## src/rtl/mcpu_pkg.sv

```systemverilog
// mcpu_pkg
// Shared definitions for the MCPU boot path: the program loader state
// encoding, the instruction word width, and the opcode constants. Benches
// use the opcode constants and mk_instr() to build program images.
// No ports (package).
package mcpu_pkg;

  localparam int INSTR_W = 16;

  typedef enum logic [2:0] {
    CLEAR,
    LEN_HI,
    LEN_LO,
    DATA_HI,
    DATA_LO,
    CSUM,
    DONE,
    ERROR
  } loader_state_t;

  // An instruction word is {opcode, operand}, with an 8-bit field for each.
  localparam logic [7:0] OP_NOP   = 8'h00;
  localparam logic [7:0] OP_ADD   = 8'h01;
  localparam logic [7:0] OP_SUB   = 8'h02;
  localparam logic [7:0] OP_AND   = 8'h03;
  localparam logic [7:0] OP_LOAD  = 8'h80;
  localparam logic [7:0] OP_STORE = 8'h81;
  localparam logic [7:0] OP_JMP   = 8'h90;
  localparam logic [7:0] OP_HALT  = 8'hFF;

  function automatic logic [INSTR_W-1:0] mk_instr(input logic [7:0] op,
                                                  input logic [7:0] arg);
    return {op, arg};
  endfunction

endpackage

```

## src/rtl/mcpu_prog_loader_if.sv

```systemverilog
// mcpu_prog_loader_if
// Bundles the loader's byte-stream input, RAM write port and CPU control
// outputs.
//   in_data/in_valid/in_ready : byte stream; a byte transfers when valid && ready
//   mem_we/mem_addr/mem_wdata : RAM write port, one 16-bit word per cycle
//   cpu_reset                 : active-high reset held on the MCPU
//   load_done/load_err        : sticky completion and failure flags
// Modports:
//   master : stream source / system side (drives the stream, observes the rest)
//   slave  : the loader itself
interface mcpu_prog_loader_if #(
  parameter int ADDR_W = 8
);
  import mcpu_pkg::*;

  logic [7:0]         in_data;
  logic               in_valid;
  logic               in_ready;
  logic               mem_we;
  logic [ADDR_W-1:0]  mem_addr;
  logic [INSTR_W-1:0] mem_wdata;
  logic               cpu_reset;
  logic               load_done;
  logic               load_err;

  modport master (
    output in_data, in_valid,
    input  in_ready, mem_we, mem_addr, mem_wdata, cpu_reset, load_done, load_err
  );

  modport slave (
    input  in_data, in_valid,
    output in_ready, mem_we, mem_addr, mem_wdata, cpu_reset, load_done, load_err
  );

endinterface

```

## src/rtl/mcpu_prog_loader.sv

```systemverilog
// mcpu_prog_loader
// Boot-time program loader for the MCPU RAM. After reset it zero-fills the
// whole RAM, then takes a stream of the form
//   LEN_HI, LEN_LO, N x (word high byte, word low byte), CSUM
// and writes word k to address k. CSUM is the XOR of all bytes before it.
// The CPU is held in reset until the image is loaded and the checksum
// matches.
// Ports:
//   clk     : rising-edge clock
//   reset_n : synchronous, active-low reset
//   bus     : mcpu_prog_loader_if.slave (stream in, RAM write port out,
//             cpu_reset / load_done / load_err out)
module mcpu_prog_loader
  import mcpu_pkg::*;
#(
  parameter int RAM_SIZE = 256,
  parameter int ADDR_W   = 8
) (
  input  logic               clk,
  input  logic               reset_n,
  mcpu_prog_loader_if.slave  bus
);

  localparam logic [16:0] RAM_SIZE_W = 17'(RAM_SIZE);

  loader_state_t      state_q;
  logic [15:0]        wordCnt_q;
  logic [15:0]        len_q;
  logic [7:0]         xorAcc_q;
  logic [7:0]         hiByte_q;
  logic               memWe_q;
  logic [ADDR_W-1:0]  memAddr_q;
  logic [INSTR_W-1:0] memWdata_q;

  logic               inReady;
  logic               accept;
  logic [15:0]        len_d;

  // The stream is open only in the receiving states; in CLEAR, DONE and
  // ERROR any offered byte is left on the bus and never consumed.
  assign inReady = (state_q inside {LEN_HI, LEN_LO, DATA_HI, DATA_LO, CSUM});
  assign accept  = bus.in_valid && inReady;

  // The full length as it stands once the low length byte arrives.
  assign len_d = {len_q[15:8], bus.in_data};

  // Single FSM register block. In CLEAR the counter also walks addresses
  // 0..RAM_SIZE-1. It is then allowed to reach RAM_SIZE, costing one more
  // cycle with no write, so that in_ready comes up only after the last
  // zero write has been issued. The counter, length and XOR are compared
  // at full width, so an N above RAM_SIZE is caught and never aliases
  // onto a small address.
  always_ff @(posedge clk) begin
    if (!reset_n) begin
      state_q    <= CLEAR;
      wordCnt_q  <= '0;
      len_q      <= '0;
      xorAcc_q   <= '0;
      hiByte_q   <= '0;
      memWe_q    <= 1'b0;
      memAddr_q  <= '0;
      memWdata_q <= '0;
    end else begin
      memWe_q <= 1'b0;
      case (state_q)
        CLEAR: begin
          if ({1'b0, wordCnt_q} == RAM_SIZE_W) begin
            state_q   <= LEN_HI;
            wordCnt_q <= '0;
            xorAcc_q  <= '0;
          end else begin
            memWe_q    <= 1'b1;
            memAddr_q  <= wordCnt_q[ADDR_W-1:0];
            memWdata_q <= '0;
            wordCnt_q  <= wordCnt_q + 16'd1;
          end
        end
        LEN_HI: begin
          if (accept) begin
            len_q[15:8] <= bus.in_data;
            xorAcc_q    <= xorAcc_q ^ bus.in_data;
            state_q     <= LEN_LO;
          end
        end
        LEN_LO: begin
          if (accept) begin
            len_q    <= len_d;
            xorAcc_q <= xorAcc_q ^ bus.in_data;
            if ({1'b0, len_d} > RAM_SIZE_W) begin
              state_q <= ERROR;
            end else if (len_d == 16'd0) begin
              state_q <= CSUM;
            end else begin
              state_q <= DATA_HI;
            end
          end
        end
        DATA_HI: begin
          if (accept) begin
            hiByte_q <= bus.in_data;
            xorAcc_q <= xorAcc_q ^ bus.in_data;
            state_q  <= DATA_LO;
          end
        end
        DATA_LO: begin
          if (accept) begin
            memWe_q    <= 1'b1;
            memAddr_q  <= wordCnt_q[ADDR_W-1:0];
            memWdata_q <= {hiByte_q, bus.in_data};
            xorAcc_q   <= xorAcc_q ^ bus.in_data;
            wordCnt_q  <= wordCnt_q + 16'd1;
            if ((wordCnt_q + 16'd1) == len_q) begin
              state_q <= CSUM;
            end else begin
              state_q <= DATA_HI;
            end
          end
        end
        CSUM: begin
          if (accept) begin
            if (bus.in_data == xorAcc_q) begin
              state_q <= DONE;
            end else begin
              state_q <= ERROR;
            end
          end
        end
        default: begin
          // DONE and ERROR hold until reset.
        end
      endcase
    end
  end

  // The CPU control outputs decode directly from the state register, so
  // load_done and load_err can never be high together.
  assign bus.in_ready  = inReady;
  assign bus.mem_we    = memWe_q;
  assign bus.mem_addr  = memAddr_q;
  assign bus.mem_wdata = memWdata_q;
  assign bus.cpu_reset = (state_q != DONE);
  assign bus.load_done = (state_q == DONE);
  assign bus.load_err  = (state_q == ERROR);

endmodule

```

## src/flat_wrapper.sv

```systemverilog
// flat-port wrapper written by rule: the top's interface ports become plain ports
module mcpu_prog_loader_flat import mcpu_pkg::*;
#(
  parameter int RAM_SIZE = 256,
  parameter int ADDR_W   = 8
)
  (clk, reset_n, bus_in_data, bus_in_valid, bus_in_ready, bus_mem_we, bus_mem_addr, bus_mem_wdata, bus_cpu_reset, bus_load_done, bus_load_err);
  mcpu_prog_loader_if #(.ADDR_W(ADDR_W)) bus_i ();
  input  logic clk;
  input  logic reset_n;
  input wire logic [$bits(bus_i.in_data)-1:0] bus_in_data;
  input wire logic [$bits(bus_i.in_valid)-1:0] bus_in_valid;
  output wire logic [$bits(bus_i.in_ready)-1:0] bus_in_ready;
  output wire logic [$bits(bus_i.mem_we)-1:0] bus_mem_we;
  output wire logic [$bits(bus_i.mem_addr)-1:0] bus_mem_addr;
  output wire logic [$bits(bus_i.mem_wdata)-1:0] bus_mem_wdata;
  output wire logic [$bits(bus_i.cpu_reset)-1:0] bus_cpu_reset;
  output wire logic [$bits(bus_i.load_done)-1:0] bus_load_done;
  output wire logic [$bits(bus_i.load_err)-1:0] bus_load_err;
  assign bus_i.in_data = bus_in_data;
  assign bus_i.in_valid = bus_in_valid;
  assign bus_in_ready = bus_i.in_ready;
  assign bus_mem_we = bus_i.mem_we;
  assign bus_mem_addr = bus_i.mem_addr;
  assign bus_mem_wdata = bus_i.mem_wdata;
  assign bus_cpu_reset = bus_i.cpu_reset;
  assign bus_load_done = bus_i.load_done;
  assign bus_load_err = bus_i.load_err;
  mcpu_prog_loader #(.RAM_SIZE(RAM_SIZE), .ADDR_W(ADDR_W)) u_core (.clk(clk), .reset_n(reset_n), .bus(bus_i));
endmodule
```

## config.mk

```make
export PLATFORM = sky130hd
export DESIGN_NAME = mcpu_prog_loader_flat
export DESIGN_NICKNAME = d
export VERILOG_FILES = /design/src/rtl/mcpu_pkg.sv /design/src/rtl/mcpu_prog_loader_if.sv /design/src/rtl/mcpu_prog_loader.sv /design/src/flat_wrapper.sv
export SDC_FILE = /design/constraint.sdc
export NUM_CORES = 1
export LEC_CHECK = 0
export CAP_MARGIN = 20
export CORE_MARGIN = 2
export CORE_UTILIZATION = 30
export DETAILED_ROUTE_END_ITERATION = 16
export PLACE_DENSITY = 0.48
export SYNTH_ARGS = -nofsm -noshare
export SYNTH_HDL_FRONTEND = slang
export SYNTH_SLANG_ARGS = --single-unit
```

## constraint.sdc

```tcl
create_clock -name clk -period 3.2 [get_ports clk]
set_input_delay 0.96 -clock clk [delete_from_list [all_inputs] [get_ports clk]]
set_output_delay 0.96 -clock clk [all_outputs]
set_load 0.05 [all_outputs]
```

==> impl_results.md, run 1 <==
- Core region area: 12,700 um^2
- Number of setup buffers added after CTS: 0
- IR Drop Worst-Case VDD: 272 uV
- Result of the run: complete, no violations
- Vias per inst: 4.83
- Total Routed Length: about 10 mm
- Cell-by-cell trace of the critical path: nand2_1 -> or2_2 -> inv_1 -> clkdlybuf4s50_1
- Post-Synthesis Cells: 452
- Multi-input gate area: about 2200 um^2
- Total number of yosys warnings: 0
- Maximum net fanout on the critical path: 12
- Clock latency on the worst-skew pair: 350 ps
- Placed insts: approximately 640
- Synthesized flop and latch total: 76
- Post-route minimum period: 2980 ps
- Number of inserted diodes: 0
- Slew Limit Fails: 0
- Peak Freq: about 340 MHz
- Count of final hold-check violations: 0
- Area fraction in and, or, nand and nor cells after synthesis: 0.268
- Transition at the pin with the smallest max-transition slack: between 500 and 600 ps
- Leftover overflow at the end of global routing: 0
- Unrepaired setup endpoints after global routing: false
- Hold WC Path Type: register to register
- Leading cell type in the layout, fill and taps excluded: nand2_1
- Dominant combinational cell family by area after synthesis: simple AND/OR/NAND/NOR gates
- Post-Syn Nets: roughly 470
- Mean instance size in the synthesized netlist: 8.66 um^2
- Syn Std Cell Area: 3910 um^2
- Wirelength per Cell: ~15 um
- Count of vias placed by the detailed router: 3,189
- Tcrit/Tclk final: 0.931
- Post-synth cell types: 54
- Maximum count of clock buffers along a single path: 2
- Required time at the endpoint of the critical path: 2240 ps
- Area growth from synthesis to final layout: 21.5%
- Layout Skew: slightly above 6 ps
- Number of filler cells placed in the layout: 1,310
- Worst setup path class: register to primary output
- Library cell contributing the largest single delay on the critical path: clkdlybuf4s50_1
- Height of the chip: 118 um
- CP Capture Type: primary output
- Initial standard-cell utilization of the core: 0.309
- Initial antenna violation count: 0
- Final total negative setup slack: 0 ps
- Clock-pin slew on the worst setup and hold paths: 60 ps
- Primary FF master, synth: dfxtp_1
- Die X: 118 um
- Compound-gate portion of the synthesized area: 0.164
- Number of clock sinks: 76
- Total clock buffers created by CTS: 9
- Utilization after layout: 0.375
- Final estimated routing congestion in global placement: 0.795
- First-pass GRT wire length: 16.3 mm
- Sequential standard cell area: 1520 um^2
- Largest stage delay on the critical path: 790 ps
- Critical Path Start Type: register
- Fraction of layout cells with a size suffix above 1: 0.0902
- Leak Pwr: ~0.0018 uW
- Number of rows created at floorplan: 41
- Most frequent cells in the layout: nand2_1 (77), dfxtp_1 (75), clkdlybuf4s50_1 (39)
- Mux cell area share after synthesis: 0.0435
- Fraction of registers with async set or reset after synthesis: 0
- Share of synthesized area occupied by flip-flops and latches: 0.389
- Via count of the first global-routing pass: 3,029
- TritonCTS clock tree: yes
- MaxCap Viol Count: 0
- Final Net Count: 496
- Post-synth EDFFs: 0
- Die Outline Area: 14,000 um^2
- Adder-Cell Fraction of Synth Area: 0.00639
- Total GRT Usage: 0.148
- Data arrival at the endpoint of the critical path: 2020 ps
- CTS root buf: clkbuf_16
- Antenna-violating nets left: 0
- Drt drc: 0
- Initial DRT Pass Iterations: 4
- Count of endpoints failing setup in the final report: 0
- H-tree Lvls: 3
- Slew margin rel.: 0.657
- Cell area after layout: approximately 4800 um^2
- DR iter-0 viols: about 220
- Largest net degree at the start of global routing: 50
- Num ports: 40
- Standard cell area after detailed placement: 4460 um^2
- Number of standard cells in the final layout excluding fillers: 660
- Total half-perimeter wirelength after legalization and detailed placement: approximately 7 mm
- Xor-xnor portion of the synthesized cell area: 0.0783
- Power Density: 438 nW/um^2
- Input/output buffers: 39
[final timing paths]
check / startpoint / endpoint / slack, ps / cells after the start
setup / recovery: u_core.state_q[2] / bus_load_done / 220 / 4
setup reg to reg: u_core.wordCnt_q[0] / u_core.state_q[1] / 740 / 7
hold / removal: u_core.bus.mem_addr[6] / u_core.bus.mem_addr[6] / 450 / 2
hold reg to reg: u_core.bus.mem_addr[6] / u_core.bus.mem_addr[6] / 450 / 2
[Yosys cell counts (2+ instances only)]
library cell / number / area share
nand2_1: 77 / 0.074
dfxtp_1: 76 / 0.39
nor2b_1: 20 / 0.032
clkbuf_1: 18 / 0.017
xnor2_1: 18 / 0.040
a22o_1: 17 / 0.038
mux2i_1: 17 / 0.043
xor2_1: 17 / 0.038
a21boi_0: 16 / 0.031
a21oi_1: 14 / 0.018
and2_1: 14 / 0.022
o21ai_0: 13 / 0.017
buf_2: 11 / 0.014
nor2_1: 11 / 0.011
nor3_1: 11 / 0.014
and3_1: 9 / 0.014
a21boi_1: 8 / 0.015
nand4_1: 8 / 0.013
nand3_1: 7 / 0.0090
nor3b_1: 7 / 0.013
inv_1: 5 / 0.0048
nor4_1: 5 / 0.0080
nand2b_1: 4 / 0.0064
o211ai_1: 4 / 0.0077
a2bb2oi_1: 3 / 0.0067
and3b_1: 3 / 0.0067
buf_4: 3 / 0.0058
buf_6: 3 / 0.0086
ha_1: 2 / 0.0064
nand3b_1: 2 / 0.0038
nor4_2: 2 / 0.0064
nor4b_1: 2 / 0.0045
o2111ai_1: 2 / 0.0045
o21a_1: 2 / 0.0038
or4_1: 2 / 0.0038
[per-layer routing]
layer | wire length, um | track usage | up-vias
met4 | 87 | 0.0474 | 0
li1 | - | - | 1639
met2 | 4460 | 0.224 | 66
met5 | 0 | 0 | -
met1 | 5010 | 0.201 | 1477
met3 | 497 | 0.0430 | 7
[report_power, final]
group	internal [uW]	switching (uW)	total, uW	leakage [uW]
registers	952	9.63	961	0.000614
clock network	547	462	1010	0.000141
logic	48.4	61.4	110	0.00102
total	1550	533	2080	0.00178
[metrics by stage]
step	total power (uW)	worst slack [ps]	hold WS, ps
finish	2080	220	453
global route	2160	112	473
global placement	1090	223	446
floorplan	1040	666	442
CTS	2120	51.6	459
detailed placement	1090	227	448
[cell type report]
class	count	area share
multi-input combinational	335	0.461
sequential	76	0.320
timing repair buffer	56	0.109
clock buffer	9	0.0474
tap	172	0.0453
clock inverter	7	0.0137
inverter	5	0.00395
[logic make-up (layout without fill, tap and decap cells)]
| family | Yosys count | in the layout |
|---|---|---|
| AND/OR/NAND/NOR | 192 | 192 |
| AO/OA/AOI/OAI | 89 | 89 |
| adder cells (fa/ha/maj) | 2 | 2 |
| multiplexers | 17 | 17 |
| flip-flops | 76 | 76 |
| XOR/XNOR | 35 | 35 |
| buffers and inverters | 41 | 77 |
[critical path: cells and delay by family, from the launching register on]
kind / cells / cell delay (ps)
simple gates: 2 / 360
flops: 1 / 480
buf+inv: 2 / 850
[flip-flops by register name, summed over array words and instances (netlist names)]
signal,flops
u_core.bus.mem_addr,8
u_core.bus.mem_wdata,16
u_core.bus.mem_we,1
u_core.hiByte_q,8
u_core.len_q,16
u_core.state_q,3
u_core.wordCnt_q,16
u_core.xorAcc_q,8
[repair_timing]
item / CTS / global route
endpoints found under the setup margin: 0 / 1
resized for setup: 0 / 1
hold buffers: 0 / 0
(Power assumes the default switching activity.)
==> run 2, diff against run 1 <==
Settings changed: CORE_ASPECT_RATIO set to 0.75, GPL_ROUTABILITY_DRIVEN set to 1.
==> run 2 against run 1 <==
Core utilization down 0.49 points. Sequential power about the same. Worst hold slack gained 3.9 ps. Global-route usage up 1.1 points. Largest cell class unchanged. Count of clock-buffer cells in the layout up 2. Power shrank 1.5%. Flip-flop and latch count unchanged. Critical path type unchanged. First-iteration DRC count is 2.3% higher. Clock power decreased by 4%. Critical endpoint is now bus_in_ready.
==> impl_results.md, run 2 (synthesis results as in run 1) <==
- Number of setup buffers added after CTS: 0 (unchanged)
- Hold WC Path Type: register to register
- Initial standard-cell utilization of the core: 0.304 (-0.00507)
- Setup slack after layout: 242 ps (+21.5 ps)
- Number of inserted diodes: 0 (unchanged)
- Vias per inst: 4.94 (+2.3%)
- Utilization after layout: 0.370 (-0.00490)
- Critical Path Start Type: register
- First-pass GRT wire length: 16.8 mm (+3.0%)
- Tcrit/Tclk final: 0.925 (-0.00672)
- Maximum count of clock buffers along a single path: 2 (unchanged)
- Core region area: 12,900 um^2 (+1.7%)
- Slew margin rel.: 0.548 (-0.109)
- Final total negative setup slack: 0 ps (unchanged)
- Standard cell area after detailed placement: 4490 um^2 (+0.64%)
- Count of vias placed by the detailed router: 3,277 (+2.8%)
- Slew Limit Fails: 0 (unchanged)
- IR Drop Worst-Case VDD: 244 uV (-10%)
- Antenna-violating nets left: 0 (unchanged)
- Post-route minimum period: 2960 ps (-21.5 ps)
- Maximum net fanout on the critical path: 11 (-1)
- MaxCap Viol Count: 0 (unchanged)
- Unrepaired setup endpoints after global routing: false
- Transition at the pin with the smallest max-transition slack: 678 ps (+165 ps)
- Power Density: 429 nW/um^2 (-1.9%)
- Largest stage delay on the critical path: 830 ps (+40 ps)
- TritonCTS clock tree: yes
- Largest net degree at the start of global routing: 33 (-34%)
- Count of final hold-check violations: 0 (unchanged)
- Number of clock sinks: 76 (unchanged)
- Die X: 136 um (+15%)
- Number of rows created at floorplan: 36 (-12%)
- Worst setup path class: register to primary output
- Result of the run: complete, no violations
- Drt drc: 0 (unchanged)
- Library cell contributing the largest single delay on the critical path: clkdlybuf4s50_1
- Wirelength per Cell: 15.9 um (+4.5%)
- Die Outline Area: 14,000 um^2 (about the same)
- Origin of the worst min-delay path: u_core.bus.mem_addr[1]
- Total clock buffers created by CTS: 9 (unchanged)
- CP Capture Type: primary output
- Input/output buffers: 39 (unchanged)
- Count of endpoints failing setup in the final report: 0 (unchanged)
- Worst setup path startpoint: u_core.state_q[0]
- Reg-to-reg startpoint: u_core.wordCnt_q[0]
- Layout Skew: 9.43 ps (+3.21 ps)
- Leading cell type in the layout, fill and taps excluded: nand2_1
- Total GRT Usage: 0.159 (+0.0109)
- Leftover overflow at the end of global routing: 0 (unchanged)
- Fraction of layout cells with a size suffix above 1: 0.0935 (+0.00333)
- Via count of the first global-routing pass: 3,076 (+1.6%)
- Final Net Count: 500 (+0.81%)
- Peak Freq: 338 MHz (+0.73%)
- Leak Pwr: 0.00178 uW (+0.35%)
- H-tree Lvls: 3 (unchanged)
- Worst hold margin: 457 ps (+3.85 ps)
- Initial DRT Pass Iterations: 4 (unchanged)
- R2r setup slk: 500 ps (-240 ps)
- Initial antenna violation count: 0 (unchanged)
- Num ports: 40 (unchanged)
- Height of the chip: 103 um (-13%)
- Clock-pin slew on the worst setup and hold paths: 60 ps (about the same)
- Total Routed Length: 10.6 mm (+5.0%)
- Data arrival at the endpoint of the critical path: 2000 ps (-20 ps)
- CTS resizes: 0 (unchanged)
- Number of buffers added to fix hold violations after cts: 0 (unchanged)
- Area growth from synthesis to final layout: 21.9%
- Total half-perimeter wirelength after legalization and detailed placement: 7.52 mm (+7.6%)
- CTS root buf: clkbuf_16
- DR iter-0 viols: 222 (+2.3%)
- Cell area after layout: 4770 um^2 (+0.34%)
- Cell-by-cell trace of the critical path: nor3_1 -> a21oi_1 -> clkdlybuf4s50_1
- Worst setup slack after placement: 206 ps (-21.6 ps)
- Most frequent cells in the layout: nand2_1 (77), dfxtp_1 (76), clkdlybuf4s50_1 (39)
- Clock latency on the worst-skew pair: 340 ps (about the same)
- Final estimated routing congestion in global placement: 0.835 (+5.0%)
- Required time at the endpoint of the critical path: 2240 ps (about the same)
run 2: routing by layer:
layer  vias to the layer above  share of wire  track usage
met2                        49           0.40        0.213
met3                        11          0.033       0.0329
met4                         0          0.013       0.0561
met1                      1571           0.56        0.245
met5                         -              0            0
li1                       1646              -            -
run 2: layout make-up:
class / instances / area, um^2
Multi-Input combinational cell: 335 / 2190
Clock inverter: 5 / 36.3
Tap cell: 171 / 214
Sequential cell: 76 / 1520
Clock buffer: 11 / 243
Inverter: 5 / 18.8
Fill cell: 1363 / 8110
Timing Repair Buffer: 60 / 548
run 2: through the flow:
step / power (uW) / cells
finish: 2050 / 663
global route: 2130 / 663
CTS: 2070 / 663
detailed placement: 1100 / 647
global placement: 1100 / 647
floorplan: 1040 / 452
run 2: final timing paths:
| check | to | cells after the start |
|---|---|---|
| worst max-delay path | bus_in_ready | 3 |
| worst min register to register | u_core.bus.mem_addr[1] | 2 |
| worst min-delay path | u_core.bus.mem_addr[1] | 2 |
| worst max register to register | u_core.state_q[1] | 7 |
run 2: worst max-delay path: cells and delay by family, from the launching register on:
family / cells / cell delay (ps)
flip-flops: 1 / 520
buffers and inverters: 1 / 830
AO/OA/AOI/OAI: 1 / 170
AND/OR/NAND/NOR: 1 / 140
run 2: where the power goes:
part	switching [uW]	internal, uW
Combinational	64.5	50.6
Clock	423	548
Sequential	10.4	952
Total	498	1550
==> variant, RTL diff (flow settings as in run 1) <==
`ADDR_W` is set to 8 in 3 places; all go to 9.
--- a/src/rtl/mcpu_prog_loader_if.sv
+++ b/src/rtl/mcpu_prog_loader_if.sv
@@ -9,7 +9,7 @@
 //   master : stream source / system side (drives the stream, observes the rest)
 //   slave  : the loader itself
 interface mcpu_prog_loader_if #(
-  parameter int ADDR_W = 8
+  parameter int ADDR_W = 9
 );
   import mcpu_pkg::*;
 
--- a/src/rtl/mcpu_prog_loader.sv
+++ b/src/rtl/mcpu_prog_loader.sv
@@ -14,7 +14,7 @@
   import mcpu_pkg::*;
 #(
   parameter int RAM_SIZE = 256,
-  parameter int ADDR_W   = 8
+  parameter int ADDR_W   = 9
 ) (
   input  logic               clk,
   input  logic               reset_n,
--- a/src/flat_wrapper.sv
+++ b/src/flat_wrapper.sv
@@ -2,7 +2,7 @@
 module mcpu_prog_loader_flat import mcpu_pkg::*;
 #(
   parameter int RAM_SIZE = 256,
-  parameter int ADDR_W   = 8
+  parameter int ADDR_W   = 9
 )
   (clk, reset_n, bus_in_data, bus_in_valid, bus_in_ready, bus_mem_we, bus_mem_addr, bus_mem_wdata, bus_cpu_reset, bus_load_done, bus_load_err);
   mcpu_prog_loader_if #(.ADDR_W(ADDR_W)) bus_i ();
Interface: changed (resized bus_mem_addr); port bits go from 40 to 41. No check against the original RTL was run, so the function may have changed too.
==> variant against run 1 <==
  * Setup slack worse by 51 ps
  * Via count up 7.2%
  * First-iteration DRC count down 13%
  * Sequential cell count up 1
  * Total power up 3.6%
  * Synthesized area up 3.0%
  * Clock power up 6%
  * Critical path type unchanged
  * Synthesized cell count up 2.9%
  * Die area up 2.9%
  * Routed wire length up 7.8%
  * Cell area up 3.2%
==> variant: results (changes against run 1) <==
* Post-DR vias/cell at 5.02 (was 4.83)
* Pre-CTS setup slack at 283 ps (was 227 ps)
* Worst-path fanout max at 8 (was 12)
* Wire length per cell at 15.9 um (was 15.2 um)
* Global-route wire length before repair at 17900 um (was 16300 um)
* Fillers at 1360 (was 1310)
* WP data arrival at 2070 ps (was 2020 ps)
* Type of the worst min-delay path: reg2reg (unchanged)
* Ranking of synthesized cells by area: dfxtp_1 (38%), nand2_1 (6.3%), a21boi_0 (4.8%), xor2_1 (4.3%), a22o_1 (3.7%) (was dfxtp_1 (39%), nand2_1 (7.4%), mux2i_1 (4.3%), xnor2_1 (4.0%), a22o_1 (3.8%))
* Clock Latency Late Sink at 350 ps (about the same)
* Peak supply drop at 266 uV (was 272 uV)
* Layout Nets at 513 (was 496)
* Clock skew at 8.48 ps (was 6.22 ps)
* Cts bufs inserted at 9 (unchanged)
* Ys async rst share at 0% (unchanged)
* I/O Buffers at 40 (was 39)
* Initial drt markers at 188 (was 217)
* Most frequent cells after synthesis: dfxtp_1 (77), nand2_1 (68), a21boi_0 (26), nor2_1 (23) (was nand2_1 (77), dfxtp_1 (76), nor2b_1 (20), clkbuf_1 (18), xnor2_1 (18))
* Mapped Nets at 478 (was 465)
* Number of synthesis warnings at 0 (unchanged)
* Fin cells at 681 (was 660)
* Leak Pwr at 1.77 nW (was 1.78 nW)
* Cell area after placement at 0.00460 mm2 (was 0.00446 mm2)
* Post-DP HPWL at 7750 um (was 6990 um)
* Placer Congestion at 0.855 (was 0.795)
* Number of global-route vias before repair at 3360 (was 3029)
* Cell variety after synth at 61 (was 54)
* Total GRT Usage at 15.8% (was 14.8%)
* Switching share of power at 24.4% (was 25.6%)
* Post-Syn Area per Cell at 8.67 um2 (was 8.66 um2)
* Post-synthesis sequential area ratio at 38.2% (was 38.9%)
* Status: completed (unchanged)
* Slew HR at 41.0% (was 65.7%)
* Placed insts at 665 (was 644)
* Largest net degree at the start of global routing at 28 (was 50)
* Layout cells sized above 1 at 11.5% (was 9.02%)
[variant: power groups by stage]
stage / Combinational, mW / Clock (mW) / Sequential [mW]
finish: 0.113 / 1.07 / 0.972
global route: 0.123 / 1.13 / 0.973
CTS: 0.114 / 1.10 / 0.972
detailed placement: 0.114 / 0 / 0.994
global placement: 0.113 / 0 / 0.994
floorplan: 0.0619 / 0 / 1.00
[variant: critical path, cell delays in order, from the launching register on]
cell and delay [ps]:
dfxtp_1 570, inv_2 170, nand3_1 160, clkdlybuf4s50_1 820
[variant: final cells by class]
cell class                 count  area [um2]  area share (%)
timing repair buffer          61         553            11.3
multi-input combinational    341        2250            45.8
tap                          176         220            4.49
clock inverter                 7        80.1            1.63
clock buffer                   9         225            4.59
inverter                      10        37.5           0.765
sequential                    77        1540            31.4
[variant: cells by family after synthesis]
| logic type | count (synthesis) | share of synthesized area [%] |
|---|---|---|
| AO/OA/AOI/OAI | 116 | 20.4 |
| XOR/XNOR | 34 | 7.38 |
| adder cells (fa/ha/maj) | 2 | 0.620 |
| buffers and inverters | 47 | 6.02 |
| flip-flops | 77 | 38.2 |
| multiplexers | 10 | 2.48 |
| AND/OR/NAND/NOR | 179 | 24.9 |
[variant: per-layer routing]
metal / routed length (um) / part of all wire (%) / GRT usage (%)
met5: 0 / 0 / 0
met4: 311 / 2.9 / 6.76
met3: 490 / 4.5 / 3.47
met2: 4900 / 45 / 25.8
met1: 5130 / 47 / 20.1
[variant: path summary, 6_finish.rpt]
path,end,start,cells past startpoint,slack [ps]
setup / recovery,bus_cpu_reset,u_core.state_q[0],3,170
hold / removal,u_core.bus.mem_addr[0],u_core.bus.mem_addr[0],2,450
setup reg to reg,u_core.bus.mem_wdata[12],u_core.wordCnt_q[0],7,680
hold reg to reg,u_core.bus.mem_addr[0],u_core.bus.mem_addr[0],2,450
